## src/rtl/mac_dot_sequencer_pkg.sv

```systemverilog
// Shared types and width helpers for the MAC dot-product sequencer.
package mac_seq_pkg;

    typedef enum logic [2:0] {
        IDLE   = 3'd0,
        CLEAR  = 3'd1,
        ISSUE  = 3'd2,
        DRAIN  = 3'd3,
        RESULT = 3'd4
    } state_t;

    localparam int DEFAULT_DATA_WIDTH = 8;

    // MAC result width: one double-width product plus DATA_WIDTH bits of accumulation headroom.
    function automatic int res_width(input int data_width);
        return 3 * data_width;
    endfunction

    localparam int RES_WIDTH = res_width(DEFAULT_DATA_WIDTH);

endpackage

```

## src/rtl/mac_dot_sequencer_if.sv

```systemverilog
// Bundles the operand streams, MAC drive/return and result port of the sequencer.
interface mac_dot_sequencer_if
    import mac_seq_pkg::*;
#(
    parameter int DATA_WIDTH = 8
);
    localparam int RW = res_width(DATA_WIDTH);

    logic                  start;
    logic                  busy;
    logic [DATA_WIDTH-1:0] a_data;
    logic                  a_valid;
    logic                  a_ready;
    logic [DATA_WIDTH-1:0] b_data;
    logic                  b_valid;
    logic                  b_ready;
    logic [DATA_WIDTH-1:0] mac_ain;
    logic [DATA_WIDTH-1:0] mac_bin;
    logic                  mac_en;
    logic                  mac_clr;
    logic [RW-1:0]         mac_cout;
    logic [RW-1:0]         res_data;
    logic                  res_valid;
    logic                  res_ready;
    logic                  done;
    state_t                dbg_state;

    modport master (
        input  start, a_data, a_valid, b_data, b_valid, mac_cout, res_ready,
        output busy, a_ready, b_ready, mac_ain, mac_bin, mac_en, mac_clr,
               res_data, res_valid, done, dbg_state
    );

    modport slave (
        output start, a_data, a_valid, b_data, b_valid, mac_cout, res_ready,
        input  busy, a_ready, b_ready, mac_ain, mac_bin, mac_en, mac_clr,
               res_data, res_valid, done, dbg_state
    );

endinterface

```

## src/rtl/mac_dot_sequencer.sv

```systemverilog
// Feeds VEC_LEN operand pairs into an external MAC with matching En timing
// and returns the accumulated Cout on a valid/ready result port.
module mac_dot_sequencer
    import mac_seq_pkg::*;
#(
    parameter int DATA_WIDTH = 8,
    parameter int VEC_LEN    = 8
) (
    input  logic                clk,
    input  logic                rst_n,
    mac_dot_sequencer_if.master bus
);
    localparam int RW = res_width(DATA_WIDTH);
    localparam int CW = $clog2(VEC_LEN + 1);
    localparam logic [CW-1:0] LAST_IDX = CW'(VEC_LEN - 1);

    state_t                state_q, state_d;
    logic [CW-1:0]         count_q, count_d;
    logic                  iss_d1_q, iss_d1_d;
    logic                  mac_en_q, mac_en_d;
    logic                  mac_clr_q, mac_clr_d;
    logic [DATA_WIDTH-1:0] ain_q, ain_d;
    logic [DATA_WIDTH-1:0] bin_q, bin_d;
    logic [RW-1:0]         res_data_q, res_data_d;
    logic                  res_valid_q, res_valid_d;
    logic                  done_q, done_d;
    logic                  fire;

    // Valid/ready: a transfer happens on any cycle where valid and ready are both
    // high at the clock edge. Operands move only as a pair, so both readies equal
    // the joint fire and never depend on just one side; res_valid holds until taken.
    always_comb begin
        fire        = (state_q == ISSUE) && bus.a_valid && bus.b_valid;
        state_d     = state_q;
        count_d     = count_q;
        ain_d       = ain_q;
        bin_d       = bin_q;
        res_data_d  = res_data_q;
        res_valid_d = res_valid_q;
        done_d      = 1'b0;
        mac_clr_d   = 1'b0;
        iss_d1_d    = fire;
        mac_en_d    = iss_d1_q;

        case (state_q)
            IDLE: begin
                if (bus.start) begin
                    state_d   = CLEAR;
                    mac_clr_d = 1'b1;
                end
            end
            CLEAR: begin
                count_d = '0;
                state_d = ISSUE;
            end
            ISSUE: begin
                if (fire) begin
                    ain_d   = bus.a_data;
                    bin_d   = bus.b_data;
                    count_d = count_q + 1'b1;
                    if (count_q == LAST_IDX) begin
                        state_d = DRAIN;
                    end
                end
            end
            DRAIN: begin
                // Both delay flops empty means the last product has reached Cout.
                if (!iss_d1_q && !mac_en_q) begin
                    res_data_d  = bus.mac_cout;
                    res_valid_d = 1'b1;
                    state_d     = RESULT;
                end
            end
            RESULT: begin
                if (res_valid_q && bus.res_ready) begin
                    res_valid_d = 1'b0;
                    done_d      = 1'b1;
                    state_d     = IDLE;
                end
            end
            default: state_d = IDLE;
        endcase
    end

    always_ff @(posedge clk or negedge rst_n) begin
        if (!rst_n) begin
            state_q     <= IDLE;
            count_q     <= '0;
            iss_d1_q    <= 1'b0;
            mac_en_q    <= 1'b0;
            mac_clr_q   <= 1'b0;
            ain_q       <= '0;
            bin_q       <= '0;
            res_data_q  <= '0;
            res_valid_q <= 1'b0;
            done_q      <= 1'b0;
        end else begin
            state_q     <= state_d;
            count_q     <= count_d;
            iss_d1_q    <= iss_d1_d;
            mac_en_q    <= mac_en_d;
            mac_clr_q   <= mac_clr_d;
            ain_q       <= ain_d;
            bin_q       <= bin_d;
            res_data_q  <= res_data_d;
            res_valid_q <= res_valid_d;
            done_q      <= done_d;
        end
    end

    assign bus.busy      = (state_q != IDLE);
    assign bus.a_ready   = fire;
    assign bus.b_ready   = fire;
    assign bus.mac_ain   = ain_q;
    assign bus.mac_bin   = bin_q;
    assign bus.mac_en    = mac_en_q;
    assign bus.mac_clr   = mac_clr_q;
    assign bus.res_data  = res_data_q;
    assign bus.res_valid = res_valid_q;
    assign bus.done      = done_q;
    assign bus.dbg_state = state_q;

endmodule
```

## src/flat_wrapper.sv

```systemverilog
// flat-port wrapper written by rule: the top's interface ports become plain ports
module mac_dot_sequencer_flat import mac_seq_pkg::*;
#(
    parameter int DATA_WIDTH = 8,
    parameter int VEC_LEN    = 8
)
  (clk, rst_n, bus_start, bus_a_data, bus_a_valid, bus_b_data, bus_b_valid, bus_mac_cout, bus_res_ready, bus_busy, bus_a_ready, bus_b_ready, bus_mac_ain, bus_mac_bin, bus_mac_en, bus_mac_clr, bus_res_data, bus_res_valid, bus_done, bus_dbg_state);
  mac_dot_sequencer_if #(.DATA_WIDTH(DATA_WIDTH)) bus_i ();
  input  logic clk;
  input  logic rst_n;
  input wire logic [$bits(bus_i.start)-1:0] bus_start;
  input wire logic [$bits(bus_i.a_data)-1:0] bus_a_data;
  input wire logic [$bits(bus_i.a_valid)-1:0] bus_a_valid;
  input wire logic [$bits(bus_i.b_data)-1:0] bus_b_data;
  input wire logic [$bits(bus_i.b_valid)-1:0] bus_b_valid;
  input wire logic [$bits(bus_i.mac_cout)-1:0] bus_mac_cout;
  input wire logic [$bits(bus_i.res_ready)-1:0] bus_res_ready;
  output wire logic [$bits(bus_i.busy)-1:0] bus_busy;
  output wire logic [$bits(bus_i.a_ready)-1:0] bus_a_ready;
  output wire logic [$bits(bus_i.b_ready)-1:0] bus_b_ready;
  output wire logic [$bits(bus_i.mac_ain)-1:0] bus_mac_ain;
  output wire logic [$bits(bus_i.mac_bin)-1:0] bus_mac_bin;
  output wire logic [$bits(bus_i.mac_en)-1:0] bus_mac_en;
  output wire logic [$bits(bus_i.mac_clr)-1:0] bus_mac_clr;
  output wire logic [$bits(bus_i.res_data)-1:0] bus_res_data;
  output wire logic [$bits(bus_i.res_valid)-1:0] bus_res_valid;
  output wire logic [$bits(bus_i.done)-1:0] bus_done;
  output wire logic [$bits(bus_i.dbg_state)-1:0] bus_dbg_state;
  assign bus_i.start = bus_start;
  assign bus_i.a_data = bus_a_data;
  assign bus_i.a_valid = bus_a_valid;
  assign bus_i.b_data = bus_b_data;
  assign bus_i.b_valid = bus_b_valid;
  assign bus_i.mac_cout = bus_mac_cout;
  assign bus_i.res_ready = bus_res_ready;
  assign bus_busy = bus_i.busy;
  assign bus_a_ready = bus_i.a_ready;
  assign bus_b_ready = bus_i.b_ready;
  assign bus_mac_ain = bus_i.mac_ain;
  assign bus_mac_bin = bus_i.mac_bin;
  assign bus_mac_en = bus_i.mac_en;
  assign bus_mac_clr = bus_i.mac_clr;
  assign bus_res_data = bus_i.res_data;
  assign bus_res_valid = bus_i.res_valid;
  assign bus_done = bus_i.done;
  assign bus_dbg_state = bus_i.dbg_state;
  mac_dot_sequencer #(.DATA_WIDTH(DATA_WIDTH), .VEC_LEN(VEC_LEN)) u_core (.clk(clk), .rst_n(rst_n), .bus(bus_i));
endmodule
```

## config.mk

```make
export PLATFORM = sky130hd
export DESIGN_NAME = mac_dot_sequencer_flat
export DESIGN_NICKNAME = d
export VERILOG_FILES = /design/src/rtl/mac_dot_sequencer_pkg.sv /design/src/rtl/mac_dot_sequencer_if.sv /design/src/rtl/mac_dot_sequencer.sv /design/src/flat_wrapper.sv
export SDC_FILE = /design/constraint.sdc
export NUM_CORES = 1
export LEC_CHECK = 0
export ABC_AREA = 1
export BUFFER_PORTS_ARGS = -buffer_cell sky130_fd_sc_hd__buf_2
export CORE_UTILIZATION = 45
export CTS_CLUSTER_DIAMETER = 150
export CTS_CLUSTER_SIZE = 12
export DETAILED_ROUTE_END_ITERATION = 6
export GPL_TIMING_DRIVEN = 0
export HOLD_SLACK_MARGIN = 0.1
export PLACE_DENSITY = 0.75
export SYNTH_ARGS = -nofsm -noshare
export SYNTH_HDL_FRONTEND = slang
export SYNTH_SLANG_ARGS = --single-unit
```

## constraint.sdc

```tcl
create_clock -name clk -period 2.95 [get_ports clk]
set_input_delay 0.59 -clock clk [delete_from_list [all_inputs] [get_ports clk]]
set_output_delay 0.59 -clock clk [all_outputs]
set_load 0.01 [all_outputs]
```

==> metrics.md <==
| Metric | Value |
|---|---|
| Run status | `finished with violations` |
| Violations in the final reports | `design-rule violations` |
| CTS sink cnt | `52` |
| Int Power | `1698 uW` |
| Count of port buffers added during placement | `95` |
| Clock buffer depth | `2` |
| NetSw | `1122 uW` |
| Total routing resource utilization after global routing | `19.44%` |
| Final number of max-transition violations | `0` |
| Clk Latency, worst-skew pair | `300 ps` |
| Total leakage power | `0.001641 uW` |
| Clock transition at the registers of the reported paths | `90 ps` |
| Type of element launching the critical path | `flop` |
| Fraction of final layout cells sized beyond drive strength 1 | `34.60%` |
| Total CTS buffers | `5` |
| Number of ports placed on the die boundary | `96` |
| Final hold slack | `427.7 ps` |
| Area growth syn-to-layout | `29.20%` |
| Number of standard cells after synthesis | `238` |
| Final Hold Fails | `0` |
| DP Wirelength | `3328 um` |
| Final setup TNS | `0 ps` |
| TritonCTS clock tree | `yes` |
| Post-synthesis area per instance | `9.074 um2` |
| Reg power frac | `43.3%` |
| Critical path data required time | `2360 ps` |
| Switching part of the total power | `39.79%` |
| VDD IR max | `0.0004258 V` |
| Final setup viols | `0` |
| Distinct cell type count of the synthesized netlist | `24` |
| # diodes | `0` |
| Maximum number of pins on one net before global-route repair | `53` |
| Placement row count | `24` |
| 1st-pass router iterations | `6` |
| Via-per-instance ratio | `4.705` |
| Actual slew at the worst max-slew pin | `1092 ps` |
| Fraction of power consumed by combinational cells | `42.4%` |
| Overall routed net length | `4493 um` |
| Routed via count | `1849` |
| Buffers inserted during post-CTS setup optimization | `0` |
| Count of hold-fix buffers inserted at cts | `0` |
| Post-synthesis net count | `285` |
| Floorplan die width | `71.28 um` |
| Biggest fanout along the worst timing path | `12` |
| DR iter-0 viols | `67` |
| Final Cycle Share | `77.57%` |
| Area of the die | `5080 um2` |
| Clock power frac | `14.3%` |
| Core area | `4474 um2` |
| RePlAce Congestion | `0.7687` |
| Average wire length per cell after detail routing | `11.43 um` |
| Top achievable clock speed | `437.0 MHz` |
| Resized cells post-CTS | `0` |
| Dominant cell type by count on the critical path | `sky130_fd_sc_hd__buf_4` |
| Post-layout min period | `2288 ps` |
| Hold Path Class | `flop to flop` |
| Peak per-stage delay on the critical path | `500 ps` |
| Critical path type | `flop to output port` |
| Wire length of the first global-routing pass | `7707 um` |
| Areal power density over the cells | `1011 nW/um2` |
| Total number of nets in the final design | `387` |
| Vias in the first global route | `1745` |
| Global route overflow | `0` |
| Antenna violation net count after detailed routing | `0` |
| Die extent in y | `71.28 um` |
| Worst path cell trace | `nor2_4, nand2_2, nor2_2, buf_4, buf_4, buf_2` |
| Number of remaining DRC errors | `8` |
| Worst endpoint data arrival time | `1700 ps` |
| Mapped Area | `2160 um2` |
| Element type at the critical path end | `output port` |
| Rel. slew slack | `27.17%` |
| Max stage delay cell, worst path | `sky130_fd_sc_hd__dfrtp_1` |
| Post-synthesis sequential area ratio | `60.25%` |
| MaxCap Viol Count | `0` |
| Clk Tree Root Cell | `sky130_fd_sc_hd__clkbuf_8` |
| Flops & latches, synth | `52` |
| Unrepaired setup endpoints after global routing | `false` |
| Antenna violations before repair | `0` |
| Depth of the CTS H-tree | `2` |
| Final Skew | `7.612 ps` |
| Starting utilization of the core area | `48.27%` |
| Synth warnings | `0` |
-- layout make-up --
class,instances,area [um2]
buffer,10,76.32
clock buffer,8,90.09
fill,431,1684
inverter,9,33.78
multi-input combinational,167,748.2
sequential,52,1301
tap,52,65.06
timing repair buffer,95,475.5
-- metrics by stage --
step           area [um2]  power, uW  util (%)  setup WS [ps]  std cells
2_1_floorplan        2160       1950         -           1152        238
3_3_place_gp         2700       2402     60.35          998.6        385
3_5_place_dp         2700       2447     60.35          975.5        385
4_1_cts              2790       2858     62.36          624.6        393
5_1_grt              2790       3078     62.36          558.3        393
6_report             2790       2820     62.36          661.8        393
-- cell usage in the layout, fill, tap and decap left out --
cell type | synthesis | routed
sky130_fd_sc_hd__a21oi_1 | 1 | 1
sky130_fd_sc_hd__nor2_1 | 7 | 7
sky130_fd_sc_hd__dfrtp_1 | 52 | 52
sky130_fd_sc_hd__o21ai_0 | 1 | 1
sky130_fd_sc_hd__nor2_8 | 1 | 1
sky130_fd_sc_hd__nor3_1 | 1 | 1
sky130_fd_sc_hd__nand4_4 | 1 | 1
sky130_fd_sc_hd__nand2_4 | 1 | 1
sky130_fd_sc_hd__inv_1 | 9 | 9
sky130_fd_sc_hd__nor4_1 | 1 | 1
sky130_fd_sc_hd__nand2_1 | 114 | 114
sky130_fd_sc_hd__clkbuf_8 | 0 | 6
sky130_fd_sc_hd__a21oi_2 | 1 | 1
sky130_fd_sc_hd__a31oi_1 | 1 | 1
sky130_fd_sc_hd__clkbuf_1 | 2 | 4
sky130_fd_sc_hd__o21ai_1 | 2 | 2
sky130_fd_sc_hd__ha_1 | 1 | 1
sky130_fd_sc_hd__nand3_1 | 28 | 28
sky130_fd_sc_hd__nand2_2 | 2 | 2
sky130_fd_sc_hd__buf_6 | 3 | 3
sky130_fd_sc_hd__nor2_4 | 1 | 1
sky130_fd_sc_hd__nor2_2 | 2 | 2
sky130_fd_sc_hd__nand4_1 | 1 | 1
sky130_fd_sc_hd__buf_4 | 4 | 4
sky130_fd_sc_hd__buf_2 | 1 | 96
-- routing by layer --
metal  track usage, %  vias up  share of wire, %
met2            30.79       71                45
met1            26.11      822                46
li1                 -      951                 -
met4            5.333        0              0.78
met5                0        -                 0
met3            6.048        5               8.1
-- cells by family (layout without fill, tap and decap cells) --
kind of cell | after synthesis | after routing | synth area share, %
simple gates | 160 | 160 | 32.44
flops | 52 | 52 | 60.26
buf+inv | 19 | 122 | 5.098
compound gates | 6 | 6 | 1.622
fa+ha+maj | 1 | 1 | 0.5793
-- power by group through the flow --
stage	sequential, uW	combinational, uW	clock [uW]
floorplan	1370	582	0
global placement	1230	1170	0
detailed placement	1230	1220	0
CTS	1220	1210	421
global route	1260	1370	449
finish	1220	1190	404
-- cells in the mapped netlist --
master | count | area, um2
sky130_fd_sc_hd__a21oi_1 | 1 | 5.000
sky130_fd_sc_hd__a21oi_2 | 1 | 8.760
sky130_fd_sc_hd__a31oi_1 | 1 | 6.260
sky130_fd_sc_hd__buf_2 | 1 | 5.000
sky130_fd_sc_hd__buf_4 | 4 | 30.03
sky130_fd_sc_hd__buf_6 | 3 | 33.78
sky130_fd_sc_hd__clkbuf_1 | 2 | 7.510
sky130_fd_sc_hd__dfrtp_1 | 52 | 1301
sky130_fd_sc_hd__ha_1 | 1 | 12.51
sky130_fd_sc_hd__inv_1 | 9 | 33.78
sky130_fd_sc_hd__nand2_1 | 114 | 427.9
sky130_fd_sc_hd__nand2_2 | 2 | 12.51
sky130_fd_sc_hd__nand2_4 | 1 | 11.26
sky130_fd_sc_hd__nand3_1 | 28 | 140.1
sky130_fd_sc_hd__nand4_1 | 1 | 6.260
sky130_fd_sc_hd__nand4_4 | 1 | 21.27
sky130_fd_sc_hd__nor2_1 | 7 | 26.28
sky130_fd_sc_hd__nor2_2 | 2 | 12.51
sky130_fd_sc_hd__nor2_4 | 1 | 11.26
sky130_fd_sc_hd__nor2_8 | 1 | 20.02
sky130_fd_sc_hd__nor3_1 | 1 | 5.000
sky130_fd_sc_hd__nor4_1 | 1 | 6.260
sky130_fd_sc_hd__o21ai_0 | 1 | 5.000
sky130_fd_sc_hd__o21ai_1 | 2 | 10.01
-- critical path: cells and delay by family (launching register included) --
family | cells | cell delay (ps)
and+or+nand+nor | 3 | 460
DFF | 1 | 500
buffers and inverters | 3 | 430
-- state kept, by name, indices dropped and copies added, names as in the netlist --
register              cells
u_core.bus.res_data      24
u_core.bus.mac_bin        8
u_core.bus.mac_clr        1
u_core.bus.mac_en         1
u_core.bus.done           1
u_core.bus.dbg_state      3
u_core.bus.res_valid      1
u_core.count_q            4
u_core.bus.mac_ain        8
u_core.iss_d1_q           1
-- final timing paths --
| kind | from | end | slack [ps] | cells after the start |
|---|---|---|---|---|
| worst max-delay path | u_core.bus.dbg_state[2] | bus_b_ready | 660 | 6 |
| worst min-delay path | u_core.iss_d1_q | u_core.bus.mac_en | 430 | 0 |
| worst max register to register | u_core.bus.mac_en | u_core.bus.res_data[9] | 1500 | 4 |
| worst min register to register | u_core.iss_d1_q | u_core.bus.mac_en | 430 | 0 |
| max in group asynchronous | rst_n | u_core.bus.mac_bin[3] | 1780 | 1 |
| min in group asynchronous | rst_n | u_core.bus.mac_clr | 480 | 1 |
Power figures use the tool's default switching activity.
